## src/rtl/sha_sched_pkg.sv

```systemverilog
// Shared types for the SHA job scheduler: FSM states, job/solution records and the tag helper.
// Job IDs are carried at ID_MAX_W bits; the scheduler uses the low JOB_ID_W bits.
package sha_sched_pkg;

  localparam int unsigned PIPE_LAT_DEF = 131;
  localparam int unsigned ID_MAX_W     = 16;
  // Wide enough for N + PIPE_LAT - 1 with N up to 2^32.
  localparam int unsigned CYC_W        = 34;

  typedef enum logic [1:0] {
    StIdle,
    StLoad,
    StRun,
    StDrain
  } sched_state_e;

  typedef struct packed {
    logic [255:0]          digest_init;
    logic [255:0]          midstate;
    logic [31:0]           merkle;
    logic [31:0]           ntime;
    logic [31:0]           target;
    logic [31:0]           nonce_start;
    logic [31:0]           nonce_end;
    logic [ID_MAX_W-1:0]   id;
  } job_t;

  typedef struct packed {
    logic [31:0]           nonce;
    logic [31:0]           ntime;
    logic [ID_MAX_W-1:0]   id;
  } sol_t;

  // Nonce overflow carries into ntime, matching the hasher's own increment.
  function automatic logic [63:0] sol_tag(logic [31:0] ntime, logic [31:0] nonce,
                                          logic [CYC_W-1:0] k);
    return {ntime, nonce} + {{(64 - CYC_W){1'b0}}, k};
  endfunction

endpackage

```

## src/rtl/sha_sol_fifo.sv

```systemverilog
// First-word-fall-through FIFO of tagged solutions; a push into a full FIFO without a pop
// is dropped and latches a sticky overflow flag.
module sha_sol_fifo
  import sha_sched_pkg::*;
#(
  parameter int unsigned Depth = 4
) (
  input  logic clk,
  input  logic rst_n,
  input  logic push,
  input  sol_t push_data,
  input  logic pop,
  output sol_t head,
  output logic full,
  output logic empty,
  output logic overflow
);
  localparam int unsigned AW = $clog2(Depth);

  sol_t        mem_q [Depth];
  logic [AW:0] wptr_q, rptr_q;
  logic        ovf_q;
  logic        do_push, do_pop;

  assign empty    = (wptr_q == rptr_q);
  assign full     = (wptr_q[AW] != rptr_q[AW]) && (wptr_q[AW-1:0] == rptr_q[AW-1:0]);
  assign do_pop   = pop && !empty;
  // A pop in the same cycle frees the slot the push needs.
  assign do_push  = push && (!full || do_pop);
  assign head     = mem_q[rptr_q[AW-1:0]];
  assign overflow = ovf_q;

  always_ff @(posedge clk or negedge rst_n) begin
    if (!rst_n) begin
      wptr_q <= '0;
      rptr_q <= '0;
      ovf_q  <= 1'b0;
      for (int i = 0; i < int'(Depth); i++) begin
        mem_q[i] <= '0;
      end
    end else begin
      if (do_push) begin
        mem_q[wptr_q[AW-1:0]] <= push_data;
        wptr_q                <= wptr_q + 1'b1;
      end
      if (do_pop) begin
        rptr_q <= rptr_q + 1'b1;
      end
      if (push && !do_push) begin
        ovf_q <= 1'b1;
      end
    end
  end

endmodule

```

## src/rtl/sha_job_scheduler.sv

```systemverilog
// Double-buffers mining jobs, sequences the hasher over a nonce range and tags its solution
// flags with nonce/time/job ID. Define SCHED_TIME_ROLL_EN to rescan with ntime+1 when idle.
module sha_job_scheduler
  import sha_sched_pkg::*;
#(
  parameter int unsigned PIPE_LAT  = PIPE_LAT_DEF,
  parameter int unsigned SOL_DEPTH = 4,
  parameter int unsigned JOB_ID_W  = 4
) (
  input  logic                CLK,
  input  logic                RST,
  input  logic                job_valid,
  output logic                job_ready,
  input  logic [255:0]        job_digest_init,
  input  logic [255:0]        job_midstate,
  input  logic [31:0]         job_merkle,
  input  logic [31:0]         job_time,
  input  logic [31:0]         job_target,
  input  logic [31:0]         job_nonce_start,
  input  logic [31:0]         job_nonce_end,
  input  logic                abort,
  output logic                hs_rst_n,
  output logic                hs_write_en,
  output logic [255:0]        hs_digest_initial,
  output logic [255:0]        hs_digest_in,
  output logic [31:0]         hs_merkle,
  output logic [31:0]         hs_time,
  output logic [31:0]         hs_target,
  output logic [31:0]         hs_nonce,
  input  logic                hs_valid,
  output logic                sol_valid,
  input  logic                sol_ready,
  output logic [31:0]         sol_nonce,
  output logic [31:0]         sol_time,
  output logic [JOB_ID_W-1:0] sol_job_id,
  output logic                busy,
  output logic                sol_overflow
);
  localparam logic [CYC_W-1:0] PipeLat = CYC_W'(PIPE_LAT);

  sched_state_e        state_q, state_d;
  job_t                act_q, act_d, pend_q, pend_d, in_job;
  logic                pend_full_q, pend_full_d;
  logic [JOB_ID_W-1:0] id_q, id_d;
  logic [CYC_W-1:0]    c_q, c_d, n_ext;
  logic [32:0]         n_q, n_d;
  logic                job_hs, handoff, roll, capture, run_or_drain;
  logic [63:0]         tag;
  sol_t                sol_in, sol_head;
  logic                sol_empty, unused_sol_full, unused_head_id;

  assign job_ready    = ~pend_full_q;
  assign job_hs       = job_valid & job_ready;
  assign run_or_drain = (state_q == StRun) || (state_q == StDrain);
  assign n_ext        = {1'b0, n_q};

  assign in_job = '{digest_init: job_digest_init, midstate: job_midstate, merkle: job_merkle,
                    ntime: job_time, target: job_target, nonce_start: job_nonce_start,
                    nonce_end: job_nonce_end, id: ID_MAX_W'(id_q)};

  always_comb begin
    state_d     = state_q;
    act_d       = act_q;
    pend_d      = pend_q;
    pend_full_d = pend_full_q;
    c_d         = c_q;
    n_d         = n_q;
    handoff     = 1'b0;
    roll        = 1'b0;

    unique case (state_q)
      StIdle: begin
        handoff = pend_full_q;
      end
      StLoad, StRun, StDrain: begin
        if (abort) begin
          handoff = pend_full_q;
          if (!pend_full_q) state_d = StIdle;
        end else if (state_q == StLoad) begin
          c_d     = '0;
          n_d     = {1'b0, act_q.nonce_end - act_q.nonce_start} + 33'd1;
          state_d = StRun;
        end else begin
          c_d = c_q + 1'b1;
          if (state_q == StRun && c_q == n_ext - 1'b1) begin
            state_d = StDrain;
          end
          if (state_q == StDrain && c_q == n_ext + PipeLat - 1'b1) begin
            handoff = pend_full_q;
            if (!pend_full_q) begin
`ifdef SCHED_TIME_ROLL_EN
              roll    = 1'b1;
`else
              state_d = StIdle;
`endif
            end
          end
        end
      end
      default: state_d = StIdle;
    endcase

    if (handoff) begin
      state_d     = StLoad;
      act_d       = pend_q;
      pend_full_d = 1'b0;
    end
    if (roll) begin
      // A job accepted this same cycle takes id_q, so the rescan takes the next ID.
      state_d     = StLoad;
      act_d.ntime = act_q.ntime + 32'd1;
      act_d.id    = ID_MAX_W'(id_q + JOB_ID_W'(job_hs));
    end
    if (job_hs) begin
      pend_d      = in_job;
      pend_full_d = 1'b1;
    end
    id_d = id_q + JOB_ID_W'(job_hs) + JOB_ID_W'(roll);
  end

  always_ff @(posedge CLK or negedge RST) begin
    if (!RST) begin
      state_q     <= StIdle;
      act_q       <= '0;
      pend_q      <= '0;
      pend_full_q <= 1'b0;
      id_q        <= '0;
      c_q         <= '0;
      n_q         <= '0;
    end else begin
      state_q     <= state_d;
      act_q       <= act_d;
      pend_q      <= pend_d;
      pend_full_q <= pend_full_d;
      id_q        <= id_d;
      c_q         <= c_d;
      n_q         <= n_d;
    end
  end

  // c counts cycles since the first nonce issue, so flag at c belongs to nonce offset c-PIPE_LAT.
  assign capture = run_or_drain && !abort && hs_valid && (c_q >= PipeLat) &&
                   (c_q < n_ext + PipeLat);
  assign tag     = sol_tag(act_q.ntime, act_q.nonce_start, c_q - PipeLat);
  assign sol_in  = '{nonce: tag[31:0], ntime: tag[63:32], id: act_q.id};

  sha_sol_fifo #(
    .Depth(SOL_DEPTH)
  ) u_sol_fifo (
    .clk      (CLK),
    .rst_n    (RST),
    .push     (capture),
    .push_data(sol_in),
    .pop      (sol_ready),
    .head     (sol_head),
    .full     (unused_sol_full),
    .empty    (sol_empty),
    .overflow (sol_overflow)
  );

  assign unused_head_id    = ^sol_head.id;
  assign sol_valid         = ~sol_empty;
  assign sol_nonce         = sol_head.nonce;
  assign sol_time          = sol_head.ntime;
  assign sol_job_id        = sol_head.id[JOB_ID_W-1:0];

  assign busy              = (state_q != StIdle);
  assign hs_rst_n          = (state_q != StLoad);
  assign hs_write_en       = run_or_drain;
  assign hs_digest_initial = act_q.digest_init;
  assign hs_digest_in      = act_q.midstate;
  assign hs_merkle         = act_q.merkle;
  assign hs_time           = act_q.ntime;
  assign hs_target         = act_q.target;
  assign hs_nonce          = act_q.nonce_start;

endmodule

```

## config.mk

```make
export PLATFORM = sky130hd
export DESIGN_NAME = sha_job_scheduler
export DESIGN_NICKNAME = d
export VERILOG_FILES = /design/src/rtl/sha_sched_pkg.sv /design/src/rtl/sha_sol_fifo.sv /design/src/rtl/sha_job_scheduler.sv
export SDC_FILE = /design/constraint.sdc
export NUM_CORES = 2
export LEC_CHECK = 0
export ABC_AREA = 1
export CAP_MARGIN = 30
export CORE_AREA = 5 5 546 548
export CTS_BUF_LIST = sky130_fd_sc_hd__clkbuf_2 sky130_fd_sc_hd__clkbuf_4 sky130_fd_sc_hd__clkbuf_8
export DETAILED_ROUTE_END_ITERATION = 8
export DIE_AREA = 0 0 551 553
export SETUP_SLACK_MARGIN = 0.05
export SLEW_MARGIN = 20
export SYNTH_ARGS = -nofsm -noshare
export SYNTH_HDL_FRONTEND = slang
export SYNTH_HIERARCHICAL = 1
export SYNTH_SLANG_ARGS = --single-unit
```

## constraint.sdc

```tcl
create_clock -name CLK -period 9.2 [get_ports CLK]
set_input_delay 1.38 -clock CLK [delete_from_list [all_inputs] [get_ports CLK]]
set_output_delay 1.38 -clock CLK [all_outputs]
set_load 0.02 [all_outputs]
```

# [Yosys cells after proc, flatten, opt, wreduce, memory -nomap -nowiden]
# Index checks and enable logic that the tools add are counted.
# Widths: inputs -> output; s select.
[word_totals] in_bits=678 out_inout_bits=714 elab_cells=114 register_bits=1753
[classes] n_eq_ne=10 reduce_logical=25 muxes=21 order_cmp=5 bitwise=6 n_addsub=11
[op_table] operator="$bwmux 320" n=1
[op_table] operator="$mux 80" n=3
[op_table] operator="$bmux 80 s2" n=1
[op_table] operator="$demux 80 s2" n=1
[op_table] operator="$eq 34x34->1" n=2
[op_table] operator="$add 64x34->64" n=1
[op_table] operator="$add 33x8->34 const B" n=1
[op_table] operator="$add 34x1->34 const B" n=1
[op_table] operator="$ge 34x8->1 const B" n=1
[op_table] operator="$lt 34x34->1" n=1
[op_table] operator="$mux 34" n=1
[op_table] operator="$sub 33x1->34 const B" n=1
[op_table] operator="$sub 34x1->34 const B" n=1
[op_table] operator="$sub 34x8->34 const B" n=1
[op_table] operator="$add 32x1->33 const B" n=1
[op_table] operator="$sub 32x32->32" n=1
[op_table] operator="$mux 2" n=8
[op_table] operator="$logic_and 1x1->1" n=11
[op_table] operator="$add 3x1->3 const B" n=2
[op_table] operator="$ge 3x3->1 const B" n=2
[op_table] operator="$not 2->3" n=2
[op_table] operator="$reduce_bool 2->1" n=3
[op_table] operator="$mux 1" n=5
[op_table] operator="$add 4x1->4" n=1
[op_table] operator="17 further kinds" n=25

# [Longest topological paths before layout]
[logic_depth] ltp_word=10 depth_mapped=29

# [Hierarchy]
# Netlist, hierarchy kept.
[by_module_without_submodules] module="sha_job_scheduler" cells_each=8861 n_inst=1 area_per_inst_um2=70950.5 seq_area_each_um2=35684.2
[by_module_without_submodules] module="sha_sol_fifo" cells_each=1929 n_inst=1 area_per_inst_um2=15746.4 seq_area_each_um2=8182.8

# [Least setup slack after synthesis]
# No wires, ideal clock.
[synth_timing] kind="flip-flop to flip-flop" startpoint="register c_q[1]" endpoint="register u_sol_fifo/mem_q[280] in the netlist's numbering" required_time_ns=9.134 setup_time_ns=0.066 path_buffers=0 path_slack_ns=4.721 arrival_ns=4.412 synth_period_minus_slack_ns=4.479 stages_incl_launch_ff=26 path_cell_list="dfrtp_1 -> a21oi_1 -> nand3_1 -> nor3_1 -> nor2_1 -> nor2_1 -> nand3_1 -> nor4_1 -> inv_1 -> nor3_1 -> nand3_1 -> nor2_1 -> nand4_1 -> xor2_1 -> ha_1 -> nand2_1 -> nor2_1 -> inv_1 -> o221ai_1 -> a21oi_1 -> o21ai_0 -> nand3_1 -> nor2_1 -> xor2_1 -> nand4_1 -> nand2_1"
[synth_lines] item="start: declaration" line="sha_job_scheduler.sv:45" text="logic [CYC_W-1:0] c_q, c_d, n_ext;"
[synth_lines] item="start signal: assignment" line="sha_job_scheduler.sv:128" text="c_q <= '0;"
[synth_lines] item="start signal: assignment" line="sha_job_scheduler.sv:136" text="c_q <= c_d;"
[synth_lines] item="$sub 34x8->34" line="sha_job_scheduler.sv:144" text="assign tag = sol_tag(act_q.ntime, act_q.nonce_start, c_q - PipeLat);"
[synth_lines] item="$add 64x34->64" line="sha_sched_pkg.sv:37" text="return {ntime, nonce} + {{(64 - CYC_W){1'b0}}, k};"
[synth_lines] item="net tag[56]" line="sha_job_scheduler.sv:48" text="logic [63:0] tag;"
[synth_lines] item="$bwmux 320" line="sha_sol_fifo.sv:43" text="mem_q[wptr_q[AW-1:0]] <= push_data;"
[synth_lines] item="end signal: indexed assignment" line="sha_sol_fifo.sv:43"
[synth_lines] item="end: declaration" line="sha_sol_fifo.sv:20" text="sol_t mem_q [Depth];"
# The timed path passes the listed nets, and every way through them passes these cells.
# A chain may end at the register's enable or synchronous reset.

# [Final worst setup path]
[layout_timing] startpoint="register n_q[1]" endpoint="register u_sol_fifo/mem_q[305] in the netlist's numbering"
[layout_via] elab_chain_cells=4
[layout_lines] item="start: declaration" line="sha_job_scheduler.sv:46" text="logic [32:0] n_q, n_d;"
[layout_lines] item="start signal: assignment" line="sha_job_scheduler.sv:137" text="n_q <= n_d;"
[layout_lines] item="$add 33x8->34" line="sha_job_scheduler.sv:143" text="(c_q < n_ext + PipeLat);"
[layout_lines] item="$lt 34x34->1" line="sha_job_scheduler.sv:143"
[layout_lines] item="$logic_and 1x1->1" line="sha_job_scheduler.sv:142" text="assign capture = run_or_drain && !abort && hs_valid && (c_q >= PipeLat) &&"
[layout_lines] item="net capture" line="sha_job_scheduler.sv:47" text="logic job_hs, handoff, roll, capture, run_or_drain;"
[layout_lines] item="$logic_and 1x1->1" line="sha_sol_fifo.sv:29" text="assign do_push = push && (!full || do_pop);"
# The timed path passes the listed nets, and every way through them passes these cells.

==> run summary <==
The number of top-level design ports was 1392. Clock latency on the worst-skew pair, taken at its later pin, is 1040 ps. The worst hold path class was primary input to async pin. For the initial antenna violation count, the log shows 120. The tools report the highest ir drop seen on vdd as 0.000349 V. At the worst endpoint, the arrival time is 7240 ps. The overall routing resource usage was 0.238. The portion of total power attributed to the clock network is 0.209, and the pin slew with the least headroom to its limit is 1120 ps. By startpoint and endpoint, the worst setup path is classified as flip-flop to flip-flop.

The tools report the area enclosed by the die boundary as 305000 um2. OpenSTA, run right after detailed placement, puts the worst setup slack at 3050 ps. The estimated wirelength of the detail-placed design came out at 277 mm. The final hold violation count was 0; the count of buffer and inverter cells on the critical path was 4. The die is 553 um tall. The portion of total power attributed to sequential cells was 0.321. The number of max-slew violations in the final report was 0; the number of cells in the finished layout apart from fillers was 15300. Fraction of layout instances using a drive strength above 1: 0.0658. The shortest period the worst path allows works out to 6380 ps. The sequential cell area was 42700 um2. The run gives 32500 um2 as the multi-input logic area. The summed negative setup slack over all endpoints is 0 ps.

The cell count of the worst reg-to-reg path came out at 21. The cell sitting at the root of the clock tree is a sky130_fd_sc_hd__clkbuf_8. The clock skew after layout is 101 ps, and the part of the cycle the worst path needs is 0.694. The global-route wire length before repair was 533 mm; the worst setup slack for register-to-register paths was 2820 ps. The run gives 0 as the number of nets with antenna violations after routing. Static timing analysis puts the maximum clock frequency at 157 MHz. In this run the number of H-tree levels came out at 5. The tools report the count of warnings emitted by yosys as 6. The total power per unit cell area was 383 nW/um2; the placeable core region was 293000 um2. The count of input and output buffers works out to 1391. The via count of the first global-routing pass is 71100.

Clock-pin slew was measured on the worst setup and hold paths at 80 ps. In this run the cell area measured after placement is 96400 um2. In this run the worst path has a maximum fanout of 226. The detailed-route vias per instance came out at 4.82. Traced cell by cell, the critical path runs through inv_1, ha_1, nand2_1, nand2_1, nand2_2, nand2_2, nand3_1, nor3_1, nand2_1, ha_1, nand2_1, nor2_1, a21boi_0, o2111ai_1, nor3_2, buf_4, buf_12, nand3_4, buf_4, nand2_1, nand2_1. The cell count after synthesis came out at 10500. Synthesis produced a netlist with a net count of 11300.

Number of nets in the layout: 11900. For this block, the initial DRC count from the detailed router was 7763. Among cell families on the critical path, the largest total delay comes from simple AND/OR/NAND/NOR gates. The run gives 0 as the DRC violation count after routing. In this run the cell area of the synthesized design comes to 84500 um2. The fraction of power spent switching nets is 0.463, and the initial standard-cell utilization of the core is 0.289.

Averaged over all synthesized cells, the footprint is 8.02 um2. After clock tree synthesis, the flow added hold-fix buffers numbering 0. The tools report the data required time of the critical path as 10060 ps. In this run the critical register-to-register path is launched from n_q[1]$_DFFE_PN0P_. The overall routed net length came out at 376 mm. Once the clock tree was built, the resizer swapped 0 gates to a different size. The slowest library cell on the worst path was sky130_fd_sc_hd__buf_12. In this run the deepest clock path goes through 4 buffers.

Die extent in x: 551 um. In this run the critical register-to-register path is captured at u_sol_fifo/mem_q[305]$_DFFE_PN0P_. The final global-route overflow total is 0, and the final weighted congestion in routability-driven placement is 0.955. The tools report the worst path setup slack after routing as 2820 ps. The cell that appears most often on the critical path is sky130_fd_sc_hd__nand2_1. Dividing the detail-routed wire length by the instance count gives 24.6 um. The worst-case headroom to the max-slew limit is 0.253.

Counting the fill cells in the layout gives 30600. The worst setup path is captured at a flip-flop. Setup repair after global routing left no endpoint under its margin.

The leakage power of the design is 51.7 nW. Relative contribution of combinational cells to total power: 0.469. STA classifies the critical path startpoint as a flip-flop. Setup violations remaining at the end of the flow were counted as 0. CTS saw 1705 sinks.

The reported net switching power was 18.4 mW. The worst hold margin was 309 ps; the layout-stage area growth over the synthesis result was 22.8%. Summing over every cut layer, the via total after detailed routing is 73700. The iteration count of the initial detailed-routing pass is 6. Max-cap violations in this run came to 0.

On the worst path, the slowest cell contributes a delay of 750 ps. The floorplan has 199 rows. Post-CTS timing repair inserted 0 buffers for setup. Entering global routing, the biggest net connects 227 pins.

The cell-internal power is 21.3 mW, and the number of buffers created by CTS is 319. For the placed instance count, the log shows 14700. The run finished with clean final reports.

Summing all non-filler instances in the final layout gives an area of 104000 um2. TritonCTS built the clock tree.
-- area by class of cell --
cell class                 instances  area share
multi-input combinational       7227       0.313
tap                             3919      0.0473
antenna                           46     0.00111
clock buffer                     489      0.0596
inverter                         337      0.0123
clock inverter                    73     0.00891
timing repair buffer            1500       0.146
sequential                      1705       0.411
-- routing by layer --
metal,up-vias,global-route usage,share of wire
li1,34100,-,-
met1,35800,0.313,0.41
met2,3181,0.354,0.44
met3,614,0.0829,0.11
met4,40,0.0984,0.043
met5,-,0,0.00071
-- placed cells by master (no fill, tap or decap), types with 4 or more instances in the layout --
master,instances
sky130_fd_sc_hd__a21boi_0,8
sky130_fd_sc_hd__a21oi_1,117
sky130_fd_sc_hd__a22oi_1,6
sky130_fd_sc_hd__a31oi_1,14
sky130_fd_sc_hd__buf_12,25
sky130_fd_sc_hd__buf_16,7
sky130_fd_sc_hd__buf_4,77
sky130_fd_sc_hd__bufinv_16,17
sky130_fd_sc_hd__clkbuf_4,88
sky130_fd_sc_hd__clkbuf_8,401
sky130_fd_sc_hd__clkdlybuf4s50_1,1390
sky130_fd_sc_hd__clkinv_2,33
sky130_fd_sc_hd__clkinv_8,4
sky130_fd_sc_hd__clkinvlp_4,9
sky130_fd_sc_hd__dfrtp_1,1702
sky130_fd_sc_hd__diode_2,46
sky130_fd_sc_hd__ha_1,109
sky130_fd_sc_hd__inv_1,319
sky130_fd_sc_hd__inv_2,13
sky130_fd_sc_hd__inv_6,4
sky130_fd_sc_hd__inv_8,5
sky130_fd_sc_hd__nand2_1,4578
sky130_fd_sc_hd__nand2_2,14
sky130_fd_sc_hd__nand3_1,859
sky130_fd_sc_hd__nand4_1,342
sky130_fd_sc_hd__nor2_1,477
sky130_fd_sc_hd__nor2_2,11
sky130_fd_sc_hd__nor2_4,4
sky130_fd_sc_hd__nor3_1,71
sky130_fd_sc_hd__nor4_1,20
sky130_fd_sc_hd__o21a_1,11
sky130_fd_sc_hd__o21ai_0,227
sky130_fd_sc_hd__o21bai_1,11
sky130_fd_sc_hd__o22ai_1,76
sky130_fd_sc_hd__or2_2,8
sky130_fd_sc_hd__xnor2_1,38
sky130_fd_sc_hd__xor2_1,184
-- power groups by stage --
stage / clock network (mW) / logic, mW / registers, mW
2_1_floorplan: 0 / 12.6 / 11.5
3_3_place_gp: 0 / 18.5 / 12.8
3_5_place_dp: 0 / 18.6 / 12.8
4_1_cts: 8.52 / 18.7 / 12.7
5_1_grt: 8.86 / 20.2 / 13.0
6_report: 8.32 / 18.6 / 12.8
-- worst reg2reg max path, cell delays in order (launching register included) --
cell	delay, ps
sky130_fd_sc_hd__dfrtp_1	410
sky130_fd_sc_hd__inv_1	160
sky130_fd_sc_hd__ha_1	170
sky130_fd_sc_hd__nand2_1	80
sky130_fd_sc_hd__nand2_1	330
sky130_fd_sc_hd__nand2_2	160
sky130_fd_sc_hd__nand2_2	330
sky130_fd_sc_hd__nand3_1	220
sky130_fd_sc_hd__nor3_1	290
sky130_fd_sc_hd__nand2_1	140
sky130_fd_sc_hd__ha_1	320
sky130_fd_sc_hd__nand2_1	120
sky130_fd_sc_hd__nor2_1	60
sky130_fd_sc_hd__a21boi_0	170
sky130_fd_sc_hd__o2111ai_1	170
sky130_fd_sc_hd__nor3_2	410
sky130_fd_sc_hd__buf_4	620
sky130_fd_sc_hd__buf_12	770
sky130_fd_sc_hd__nand3_4	510
sky130_fd_sc_hd__buf_4	490
sky130_fd_sc_hd__nand2_1	250
sky130_fd_sc_hd__nand2_1	60
-- metrics by stage --
stage / utilization / total power, mW
floorplan: - / 24.2
global placement: 0.329 / 31.3
detailed placement: 0.330 / 31.3
CTS: 0.354 / 39.9
global route: 0.355 / 42.1
finish: 0.355 / 39.7
-- worst max path at each step --
stage,start,to,slack [ps],cells past startpoint
after floorplan,c_q[1]$_DFFE_PN0P_,u_sol_fifo/mem_q[280]$_DFFE_PN0P_,4720,25
final,n_q[1]$_DFFE_PN0P_,u_sol_fifo/mem_q[305]$_DFFE_PN0P_,2820,21
after CTS,n_q[1]$_DFFE_PN0P_,u_sol_fifo/mem_q[309]$_DFFE_PN0P_,2990,21
after global routing,n_q[1]$_DFFE_PN0P_,u_sol_fifo/mem_q[301]$_DFFE_PN0P_,2480,21
after global placement,n_q[1]$_DFFE_PN0P_,u_sol_fifo/mem_q[291]$_DFFE_PN0P_,3170,21
after detailed placement,n_q[1]$_DFFE_PN0P_,u_sol_fifo/mem_q[311]$_DFFE_PN0P_,3050,21
-- flip-flops by register name, summed over array words and instances (netlist names), 3 cells and up --
name,flops
pend_q,676
u_sol_fifo/mem_q,272
hs_digest_in,256
hs_digest_initial,256
act_q,36
c_q,34
n_q,33
hs_merkle,32
hs_nonce,32
hs_target,32
hs_time,32
id_q,4
u_sol_fifo/rptr_q,3
u_sol_fifo/wptr_q,3
(Power assumes the default switching activity.)
